[config.mk]
export PLATFORM = sky130hd
export DESIGN_NAME = clksel_sched
export DESIGN_NICKNAME = d
export VERILOG_FILES = /design/src/rtl/clksel_pkg.sv /design/src/rtl/clksel_timer.sv /design/src/rtl/clksel_sched.sv
export SDC_FILE = /design/constraint.sdc
export NUM_CORES = 1
export LEC_CHECK = 0
export BUFFER_PORTS_ARGS = -buffer_cell sky130_fd_sc_hd__clkbuf_2
export CORE_MARGIN = 8
export CORE_UTILIZATION = 54
export CTS_CLUSTER_SIZE = 30
export DETAILED_ROUTE_END_ITERATION = 7
export PLACE_DENSITY = 0.74
export REMOVE_ABC_BUFFERS = 1
export SYNTH_ARGS = -nofsm -noshare
export SYNTH_HDL_FRONTEND = slang
export SYNTH_HIERARCHICAL = 1
export SYNTH_SLANG_ARGS = --single-unit
[constraint.sdc]
create_clock -name clk -period 2.6 [get_ports clk]
set_input_delay 0.65 -clock clk [delete_from_list [all_inputs] [get_ports clk]]
set_output_delay 0.65 -clock clk [all_outputs]
set_load 0.03 [all_outputs]
[src/rtl/clksel_pkg.sv]
// Shared definitions for the CPU clock-select scheduler: state encoding
// and the default select-acknowledge timeout.
package clksel_pkg;

  typedef enum logic [1:0] {
    FAST    = 2'b00,
    TO_SLOW = 2'b01,
    SLOW    = 2'b10,
    TO_FAST = 2'b11
  } clksel_state_e;

  localparam int TMO_CYC_DEF = 64;

endpackage

[src/rtl/clksel_timer.sv]
// Saturating counters for the clock-select scheduler: the handover
// timeout timer (saturates at TMO_CYC-1) and the slow-mode holdoff
// down-counter (saturates at 0, resets to all-ones).
module clksel_timer
  import clksel_pkg::*;
#(
  parameter int HOLD_W  = 4,
  parameter int TMO_CYC = TMO_CYC_DEF
) (
  input  logic              clk,
  input  logic              rst_b,
  input  logic              timer_clr,
  input  logic              timer_inc,
  input  logic              hold_load,
  input  logic              hold_dec,
  input  logic [HOLD_W-1:0] hold_val,
  output logic              timer_max,
  output logic              hold_zero
);

  localparam int TMO_W = (TMO_CYC > 2) ? $clog2(TMO_CYC) : 1;
  localparam logic [TMO_W-1:0] TMO_LAST = TMO_W'(TMO_CYC - 1);

  logic [TMO_W-1:0]  timer_q, timer_d;
  logic [HOLD_W-1:0] hold_q, hold_d;

  assign timer_max = (timer_q == TMO_LAST);
  assign hold_zero = (hold_q == '0);

  // Next-value logic: clear/load take priority over counting; both saturate.
  always_comb begin
    timer_d = timer_q;
    hold_d  = hold_q;
    if (timer_clr) begin
      timer_d = '0;
    end else if (timer_inc && !timer_max) begin
      timer_d = timer_q + TMO_W'(1);
    end
    if (hold_load) begin
      hold_d = hold_val;
    end else if (hold_dec && !hold_zero) begin
      hold_d = hold_q - HOLD_W'(1);
    end
  end

  // Counter registers; holdoff starts at all-ones so the first exit from
  // SLOW after reset waits the longest possible holdoff.
  always_ff @(posedge clk or negedge rst_b) begin
    if (!rst_b) begin
      timer_q <= '0;
      hold_q  <= '1;
    end else begin
      timer_q <= timer_d;
      hold_q  <= hold_d;
    end
  end

endmodule

[src/rtl/clksel_sched.sv]
// CPU clock-select scheduler: moves the CPU clock mux between the fast and
// slow sources, switching hienable only at a safe clock phase and watching
// the retimed select acknowledges for timeouts and contradictions.
// Build option: CLKSEL_STOP_IN_PHI1_EN hands over with clocks stopped low
// (phase_in == 0); otherwise handover happens with clocks stopped high.
module clksel_sched
  import clksel_pkg::*;
#(
  parameter int HOLD_W  = 4,
  parameter int TMO_CYC = TMO_CYC_DEF
) (
  input  logic              clk,
  input  logic              rst_b,
  input  logic              phase_in,
  input  logic              slow_req,
  input  logic              lo_sel,
  input  logic              hi_sel,
  input  logic [HOLD_W-1:0] holdoff_cfg,
  input  logic              err_clr,
  output logic              hienable,
  output logic              fast,
  output logic              busy,
  output logic              err
);

  clksel_state_e state_q, state_d;
  logic hienable_q, hienable_d;
  logic err_q, err_d, err_set;
  logic fast_q, fast_d;
  logic busy_q, busy_d;
  logic phase_ok, both_sel;
  logic timer_clr, timer_inc, hold_load, hold_dec;
  logic timer_max, hold_zero;

`ifdef CLKSEL_STOP_IN_PHI1_EN
  assign phase_ok = (phase_in == 1'b0);
`else
  assign phase_ok = (phase_in == 1'b1);
`endif

  assign both_sel = lo_sel & hi_sel;

  clksel_timer #(
    .HOLD_W  (HOLD_W),
    .TMO_CYC (TMO_CYC)
  ) u_timer (
    .clk       (clk),
    .rst_b     (rst_b),
    .timer_clr (timer_clr),
    .timer_inc (timer_inc),
    .hold_load (hold_load),
    .hold_dec  (hold_dec),
    .hold_val  (holdoff_cfg),
    .timer_max (timer_max),
    .hold_zero (hold_zero)
  );

  // Next-state, hienable and counter control; contradictory acknowledges
  // freeze every transition for the cycle and raise err.
  always_comb begin
    state_d    = state_q;
    hienable_d = hienable_q;
    timer_clr  = 1'b0;
    timer_inc  = 1'b0;
    hold_load  = 1'b0;
    hold_dec   = 1'b0;
    err_set    = both_sel;
    case (state_q)
      FAST: begin
        if (slow_req && phase_ok && !both_sel) begin
          hienable_d = 1'b0;
          timer_clr  = 1'b1;
          state_d    = TO_SLOW;
        end
      end
      TO_SLOW: begin
        err_set = err_set | timer_max;
        if (lo_sel && !hi_sel) begin
          hold_load = 1'b1;
          state_d   = SLOW;
        end else begin
          timer_inc = 1'b1;
        end
      end
      SLOW: begin
        hold_dec = 1'b1;
        if (hold_zero && !slow_req && phase_ok && !both_sel) begin
          hienable_d = 1'b1;
          timer_clr  = 1'b1;
          state_d    = TO_FAST;
        end
      end
      TO_FAST: begin
        err_set = err_set | timer_max;
        if (hi_sel && !lo_sel) begin
          state_d = FAST;
        end else begin
          timer_inc = 1'b1;
        end
      end
      default: begin
        state_d = SLOW;
      end
    endcase
    err_d  = err_set ? 1'b1 : (err_clr ? 1'b0 : err_q);
    fast_d = (state_d == FAST);
    busy_d = (state_d == TO_SLOW) || (state_d == TO_FAST);
  end

  // State and output registers; fast/busy are decoded from the next state
  // so they are flops that always agree with the registered state.
  always_ff @(posedge clk or negedge rst_b) begin
    if (!rst_b) begin
      state_q    <= SLOW;
      hienable_q <= 1'b0;
      err_q      <= 1'b0;
      fast_q     <= 1'b0;
      busy_q     <= 1'b0;
    end else begin
      state_q    <= state_d;
      hienable_q <= hienable_d;
      err_q      <= err_d;
      fast_q     <= fast_d;
      busy_q     <= busy_d;
    end
  end

  assign hienable = hienable_q;
  assign fast     = fast_q;
  assign busy     = busy_q;
  assign err      = err_q;

endmodule
; After elaboration in Yosys (flattened, before gate mapping)
; Index checks and enable logic that the tools add are counted.
; W data, S select, Z words.
[word_totals]
register_bits = 16
out_inout_bits = 4
[op_classes]
add_sub_neg = 2
eq_ne = 8
n_mux = 24
n_bitwise = 2
n_reduce_logical = 25
[ops]
columns = cell, count
row1 = $mux W1, 12
row2 = $mux W6, 2
row3 = $logic_and A1 B1 Y1, 9
row4 = $mux W2, 4
row5 = $mux W4, 2
row6 = $pmux W2 S4, 1
row7 = $reduce_bool A2 Y1, 4
row8 = $add A6 B1 Y6 const B, 1
row9 = $eq A2 B2 Y1 const B, 3
row10 = $eq A6 B6 Y1 const B, 1
row11 = $logic_not A1 Y1, 6
row12 = $pmux W1 S2, 3
row13 = $eq A2 B1 Y1 const B, 2
row14 = $logic_not A2 Y1, 2
row15 = $logic_not A4 Y1, 1
row16 = $ne A2 B2 Y1 const B, 2
row17 = $sub A4 B1 Y4 const B, 1
row18 = $reduce_and A3 Y1, 1
row19 = $reduce_or A2 Y1, 1
row20 = $and A1 B1 Y1, 1
row21 = $logic_or A1 B1 Y1, 1
row22 = $or A1 B1 Y1, 1

; Longest topological paths before layout
; Gate-level depths: netlist of the first run.
[depth]
ltp_word = 8
ltp_mapped = 9

; Cells and area by module
; The synthesis of the first run kept the hierarchy.
[by_module_without_submodules]
columns = module, instances, cells_each, area_each_um2, seq_area_each_um2
row1 = clksel_timer, 1, 66, 644.4, 255.2
row2 = clksel_sched, 1, 34, 319.1, 151.4

; Worst setup path after synthesis of the first run
; No wires, ideal clock.
[synth_timing]
path_type = reg-to-reg
startpoint = register u_timer.hold_q[0]
endpoint = register u_timer.timer_q[1]
setup_time_ns = 0.135
t_arrival_ns = 1.775
setup_slack_ns = 0.690
stages_incl_launch_ff = 10
path_buffers = 0
period_less_slack_ns = 1.910
path_cell_list = dfstp_2 inv_1 ha_1 nor3b_2 and3b_1 a21oi_1 nor2_1 inv_1 a41oi_1 o211ai_1
[synth_between]
elab_chain_cells = 7
elab_cells_between_ends = 8
classes_between = mux (3) / reduce/logical (5)
[synth_lines]
columns = element, line_no
row1 = "start, declared", clksel_timer.sv:25  ; logic [HOLD_W-1:0] hold_q, hold_d;
row2 = "start signal, assigned", clksel_timer.sv:54  ; hold_q <= hold_d;
row3 = $logic_not A4 Y1 (*), clksel_timer.sv:28  ; assign hold_zero = (hold_q == '0);
row4 = net hold_zero, clksel_sched.sv:33  ; logic timer_max, hold_zero;
row5 = $logic_and A1 B1 Y1 (*) (3 in a row), clksel_sched.sv:87  ; if (hold_zero && !slow_req && phase_ok && !both_sel) begin
row6 = $mux W1 (*), clksel_sched.sv:87
row7 = $pmux W1 S2 (*), clksel_sched.sv:68  ; case (state_q)
row8 = net timer_clr, clksel_sched.sv:32  ; logic timer_clr, timer_inc, hold_load, hold_dec;
row9 = $mux W6 / $reduce_bool A2 Y1 (equally long branches), -
row10 = "end signal, assigned", clksel_timer.sv:53  ; timer_q <= timer_d;
row11 = "end, declared", clksel_timer.sv:24  ; logic [TMO_W-1:0] timer_q, timer_d;
; Mark *: on every way through the listed nets, which the timed path passes. The rest lies on a longest branch.
; A chain may end at the register's enable or synchronous reset.

; Worst setup path after layout of the first run
; Ends and elaborated chain as after synthesis.

==> results.json, run 1 <==
{
  "synth-xor-area-share_pct": 0,
  "synth_area_leaders": "dfrtp_1 29%, dfstp_2 14%, nand2_1 4.7%, a21oi_1 3.6%, inv_1 3.1%",
  "synth_warnings": 6,
  "dp_hpwl_mm": 1.51,
  "hp-class": "in2async",
  "cp-startpoint": "u_timer/hold_q[0]",
  "power_density_nw_per_um2": 1050,
  "die_height_um": 58.2,
  "hold_buffers": 0,
  "syn-mean-instance-area_um2": 9.63,
  "initial_utilization_pct": 56.4,
  "gp_congestion": 0.845,
  "htreeDepth": 1,
  "fin_setup_tns_ns": 0,
  "root_buffer": "clkbuf_4",
  "grtUsageMet2_pct": 18.9,
  "placementRows": 15,
  "synth_edf_count": 0,
  "cp_max_fo": 7,
  "top_usage_layer": "met2",
  "synth-async-reset-ratio_pct": 100,
  "drv_slew": 0,
  "critPathLaunchType": "register",
  "tightest_slew_ns": 0.464,
  "place_ws_ns": 0.404,
  "insertion_delay_ns": 0.28,
  "crit_type": "reg2reg",
  "vias": 790,
  "drtPass1Iterations": 4,
  "coreArea_um2": 1710,
  "postCtsSetupBuffers": 0,
  "finalSetupViolations": 0,
  "synth_area_leader_cell": "dfrtp_1",
  "grt_pass1_wl_mm": 3.35,
  "syn_to_final_growth_pct": 12.2,
  "period_share_pct": 86.1,
  "antenna_found_initial": 0,
  "crit_required_ns": 2.76,
  "multiInputGateArea_um2": 499,
  "synth-adder-area-share_pct": 2.60,
  "fin_crit_ns": 2.24,
  "endpoint": "u_timer/timer_q[1]",
  "wl_mm": 1.94,
  "nets": 130,
  "post-synth-top-count-cell": "nand2_1",
  "rsz0062_at_grt": "no",
  "finalClockSkew_ns": 0.00630,
  "grt_pass1_vias": 754,
  "r2r-start": "u_timer/hold_q[0]",
  "post-route-drc-count": 0,
  "worst_slack_ns": 0.362,
  "cts_tree": "yes",
  "hold_violations": 0,
  "synthTopCellsByCount": "12 x nand2_1, 11 x dfrtp_1, 8 x inv_1",
  "viasPerCell": 5.60,
  "drv_cap": 0,
  "path_clk_slew_ns": 0.10,
  "ant_nets": 0,
  "regArea_um2": 407,
  "diodes": 0,
  "status": "completed",
  "cts_max_path_buffers": 2,
  "synth_compound_area_share_pct": 20.4,
  "drt_iter0_drc": 21,
  "slew_headroom_pct": 69.0,
  "ys_types": 37,
  "yosys_most_used_dff": "dfrtp_1",
  "ff2ff_setup_slack_ns": 0.36,
  "numCtsBuffers": 3,
  "netlist_instances": 100,
  "synth_simple_gate_area_share_pct": 28.8,
  "wl_per_cell_um": 13.8,
  "grt_max_degree": 17,
  "synth.area.mux_share_pct": 0,
  "drive_gt1_share_pct": 25.9,
  "synth_top_area_share_pct": 28.6,
  "grt_overflow": 0,
  "grt_usage_pct": 12.8,
  "cts-resized-gates": 0,
  "vdd_drop_max_mv": 0.544,
  "yosysSeqAreaShare_pct": 42.2,
  "ios": 15,
  "synth_top_family_by_area": "simple AND/OR/NAND/NOR gates",
  "rr_endpoint": "u_timer/timer_q[1]",
  "portBuffers": 14,
  "end_kind": "register",
  "cp_data_arrival_time_ns": 2.40,
  "met1_usage_pct": 15.9,
  "grt_use_met3_pct": 4.19,
  "cts.sinks": 16,
  "synth-seq-cells": 16,
  "max_freq_mhz": 447,
  "r2r.worst_path.cells": 9,
  "die_area_um2": 3390,
  "die_w_um": 58.2,
  "leakage_nw": 0.451,
  "netlist_area_um2": 963,
  "fillers": 147
}
## worst max-delay path, stage by stage, from the launching register on
cell,delay (ns)
dfstp_2,0.40
inv_1,0.06
ha_1,0.19
nor3b_2,0.30
and3b_1,0.23
a21oi_1,0.06
nor2_1,0.38
inv_1,0.18
a41oi_1,0.22
o211ai_1,0.11
## registers in the layout, indices dropped and copies added, names as in the netlist
name and count:
u_timer/hold_q 4, hienable 1, fast 1, err 1, busy 1, u_timer/timer_q 6
state_q 2
## stage by stage
step	power [mW]	util (%)	std cells	hold WS, ns	area (µm²)
6_report	1.14	63.3	141	0.266	1080
5_1_grt	1.24	63.3	141	0.273	1080
4_1_cts	1.14	63.3	141	0.266	1080
3_5_place_dp	0.975	61.2	137	0.509	1040
3_3_place_gp	0.950	61.2	137	0.492	1040
2_1_floorplan	0.840	-	97	0.354	936
## routing by layer
metal	routed length (µm)	vias to the layer above	share of wire, %
met4	12	0	0.62
met1	922	377	48
met3	105	2	5.4
met5	0	-	0
met2	901	11	46
li1	-	400	-
## cell families after synthesis
kind of cell | count (synthesis)
compound gates | 27
flops | 16
fa+ha+maj | 2
simple gates | 44
buf+inv | 11
## report_power, final
| part | total (mW) | internal (mW) | switching, mW |
|---|---|---|---|
| combinational | 0.491 | 0.212 | 0.279 |
| clock | 0.162 | 0.0851 | 0.0766 |
| sequential | 0.485 | 0.377 | 0.108 |
| total | 1.14 | 0.674 | 0.463 |
## how the worst min path moves through the flow
stage | endpoint
after floorplan | busy
after global placement | err
after detailed placement | err
after CTS | err
after global routing | err
final | err
## final cells by class
| class | instances | share of cell area [%] |
|---|---|---|
| timing repair buffer | 15 | 7.18 |
| inverter | 8 | 2.78 |
| sequential | 16 | 37.6 |
| tap | 25 | 2.89 |
| clock buffer | 4 | 3.36 |
| multi-input combinational | 73 | 46.2 |
## cells in the final DEF, fill, tap and decap left out, drive strengths merged
cell / instances
o21ai: 3
nand3: 3
a311o: 1
nand4b: 2
a21boi: 1
dfrtp: 11
a221o: 1
o21bai: 3
nor3: 5
nor4b: 1
buf: 1
dfstp: 5
clkbuf: 18
a31oi: 1
or4: 1
o221a: 1
o21a: 1
inv: 8
and4b: 1
ha: 2
o211ai: 3
nand2: 12
o311a: 1
nor3b: 5
a41oi: 1
nand4: 2
a21oi: 7
and3: 1
or3b: 1
nand2b: 4
nor2: 3
and3b: 1
nor2b: 2
o31a: 2
a211oi: 1
Note: power is estimated with default switching activity, not from simulation.
==> run 2, diff against run 1 <==
--- a/config.mk
+++ b/config.mk
@@ -7,10 +7,11 @@
 export LEC_CHECK = 0
 export BUFFER_PORTS_ARGS = -buffer_cell sky130_fd_sc_hd__clkbuf_2
 export CORE_MARGIN = 8
-export CORE_UTILIZATION = 54
+export CORE_UTILIZATION = 57
+export CTS_BUF_LIST = sky130_fd_sc_hd__clkbuf_8
 export CTS_CLUSTER_SIZE = 30
 export DETAILED_ROUTE_END_ITERATION = 7
-export PLACE_DENSITY = 0.74
+export PLACE_DENSITY = 0.78
 export REMOVE_ABC_BUFFERS = 1
 export SYNTH_ARGS = -nofsm -noshare
 export SYNTH_HDL_FRONTEND = slang
==> run 2 against run 1 <==
Compared with the run above: hold slack better by 0.042 ns; largest power group unchanged; highest routed layer unchanged; first-iteration DRC count is 9.5% lower; cell count is 5.7% lower; sequential power is 1% lower; clock skew is 0.0019 ns lower; fmax is 2.5% lower; total power is 1.5% higher.
==> results.json, run 2 (same netlist as run 1, synthesis figures left out) <==
{
  "status": "completed",
  "worst_path_most_repeated_cell": "inv_1",
  "cts-resized-gates": 0,
  "layout_common_cells": "14 x clkbuf_2, 12 x nand2_1, 11 x dfrtp_1, 9 x inv_1, 7 x a21oi_1",
  "hold_slack_ns": 0.308,
  "fin_crit_ns": 2.30,
  "postCtsSetupBuffers": 0,
  "mostFrequentLayoutCell": "clkbuf_2",
  "wl_per_cell_um": 14.2,
  "ant_nets": 0,
  "power_density_nw_per_um2": 1070,
  "root_buffer": "clkbuf_8",
  "finalSetupViolations": 0,
  "syn_to_final_growth_pct": 12.1,
  "wl_mm": 1.89,
  "drv_cap": 0,
  "fin_setup_tns_ns": 0,
  "placementRows": 15,
  "drt_iter0_drc": 19,
  "cp_slowest_cell": "dfstp_2",
  "ios": 15,
  "cts_tree": "yes",
  "post-route-drc-count": 0,
  "rsz0062_at_grt": "no",
  "cts_max_path_buffers": 2,
  "die_area_um2": 3260,
  "crit_type": "reg2reg",
  "fillers": 142,
  "slew_headroom_pct": 68.8,
  "nets": 130,
  "crit_required_ns": 2.73,
  "gp_congestion": 0.864,
  "max_freq_mhz": 435,
  "coreArea_um2": 1650,
  "die_height_um": 57.1,
  "hp-class": "in2async",
  "grt_pass1_wl_mm": 3.15,
  "cts.sinks": 16,
  "path_clk_slew_ns": 0.06,
  "grt_pass1_vias": 723,
  "period_share_pct": 88.3,
  "leakage_nw": 0.457,
  "finalClockSkew_ns": 0.00438,
  "grt_usage_pct": 12.1,
  "htreeDepth": 1,
  "vias": 789,
  "drtPass1Iterations": 4,
  "grt_overflow": 0,
  "slowest_delay_ns": 0.39,
  "end_kind": "register",
  "numCtsBuffers": 3,
  "cp_max_fo": 7,
  "cp_data_arrival_time_ns": 2.42,
  "diodes": 0,
  "hold_violations": 0,
  "die_w_um": 57.1,
  "initial_utilization_pct": 58.3,
  "worstPathCellList": "inv_1 > ha_1 > nor3b_2 > and3b_1 > a21oi_1 > nor2_1 > inv_1 > a41oi_1 > o211ai_1",
  "tightest_slew_ns": 0.466,
  "antenna_found_initial": 0,
  "total_power_mw": 1.15,
  "vdd_drop_max_mv": 0.625,
  "drive_gt1_share_pct": 25.0,
  "grt_max_degree": 17,
  "critPathLaunchType": "register",
  "insertion_delay_ns": 0.25,
  "largest_reg_flops": 6,
  "hold_buffers": 0,
  "drv_slew": 0,
  "dp_hpwl_mm": 1.42,
  "portBuffers": 14,
  "reg.largest.list": "u_timer/timer_q: 6 flops, u_timer/hold_q: 4 flops, state_q: 2 flops",
  "largest_register": "u_timer/timer_q",
  "viasPerCell": 5.93
}
-- run 2: cell types whose count changed in the layout (fill, tap and decap cells not counted), sizes merged --
| cell | before | now |
|---|---|---|
| clkbuf | 18 | 17 |
| inv | 8 | 9 |
-- run 2: report_power, final --
| part | switching (mW) | internal, mW |
|---|---|---|
| combinational | 0.273 | 0.212 |
| sequential | 0.102 | 0.378 |
| clock | 0.0847 | 0.105 |
| total | 0.460 | 0.695 |
-- run 2: worst paths after layout --
kind | startpoint | to | slack, ns | cells after the start
min in group clk | err | err | 0.52 | 2
max in group asynchronous | rst_b | u_timer/hold_q[1] | 1.97 | 1
setup reg to reg | u_timer/hold_q[0] | u_timer/timer_q[1] | 0.30 | 9
hold reg to reg | err | err | 0.52 | 2
setup / recovery | u_timer/hold_q[0] | u_timer/timer_q[1] | 0.30 | 9
hold / removal | rst_b | hienable | 0.31 | 1
-- run 2: through the flow --
stage | instance area (µm²) | setup WS, ns | util [%] | cells
after global routing | 1080 | 0.142 | 65.4 | 133
after CTS | 1080 | 0.363 | 65.4 | 133
after detailed placement | 1030 | 0.364 | 62.7 | 129
after global placement | 1030 | 0.511 | 62.7 | 129
after floorplan | 936 | 0.690 | - | 97
final | 1080 | 0.303 | 65.4 | 133
-- run 2: cell type report --
cell class / instances / area [µm²] / area share (%)
Clock buffer: 3 / 41.3 / 3.82
Clock inverter: 1 / 3.75 / 0.348
Inverter: 8 / 30.0 / 2.78
Multi-Input combinational cell: 73 / 499 / 46.2
Sequential cell: 16 / 407 / 37.7
Tap cell: 17 / 21.3 / 1.97
Timing Repair Buffer: 15 / 77.6 / 7.18
-- run 2: metal layers --
layer  global-route usage (%)  share of wire, %  up-vias
li1                         -                 -      400
met1                     14.1                46      367
met2                     18.4                46       17
met3                     4.43               5.6        5
met4                     7.05               2.0        0
met5                        0                 0        -
-- run 2: worst max-delay path, delay by kind of cell, from the launching register on --
kind                     cells  cell delay, ns
AO/OA/AOI/OAI                3            0.42
adder cells (fa/ha/maj)      1            0.20
buffers and inverters        2            0.25
flip-flops                   1            0.39
AND/OR/NAND/NOR              3            0.90
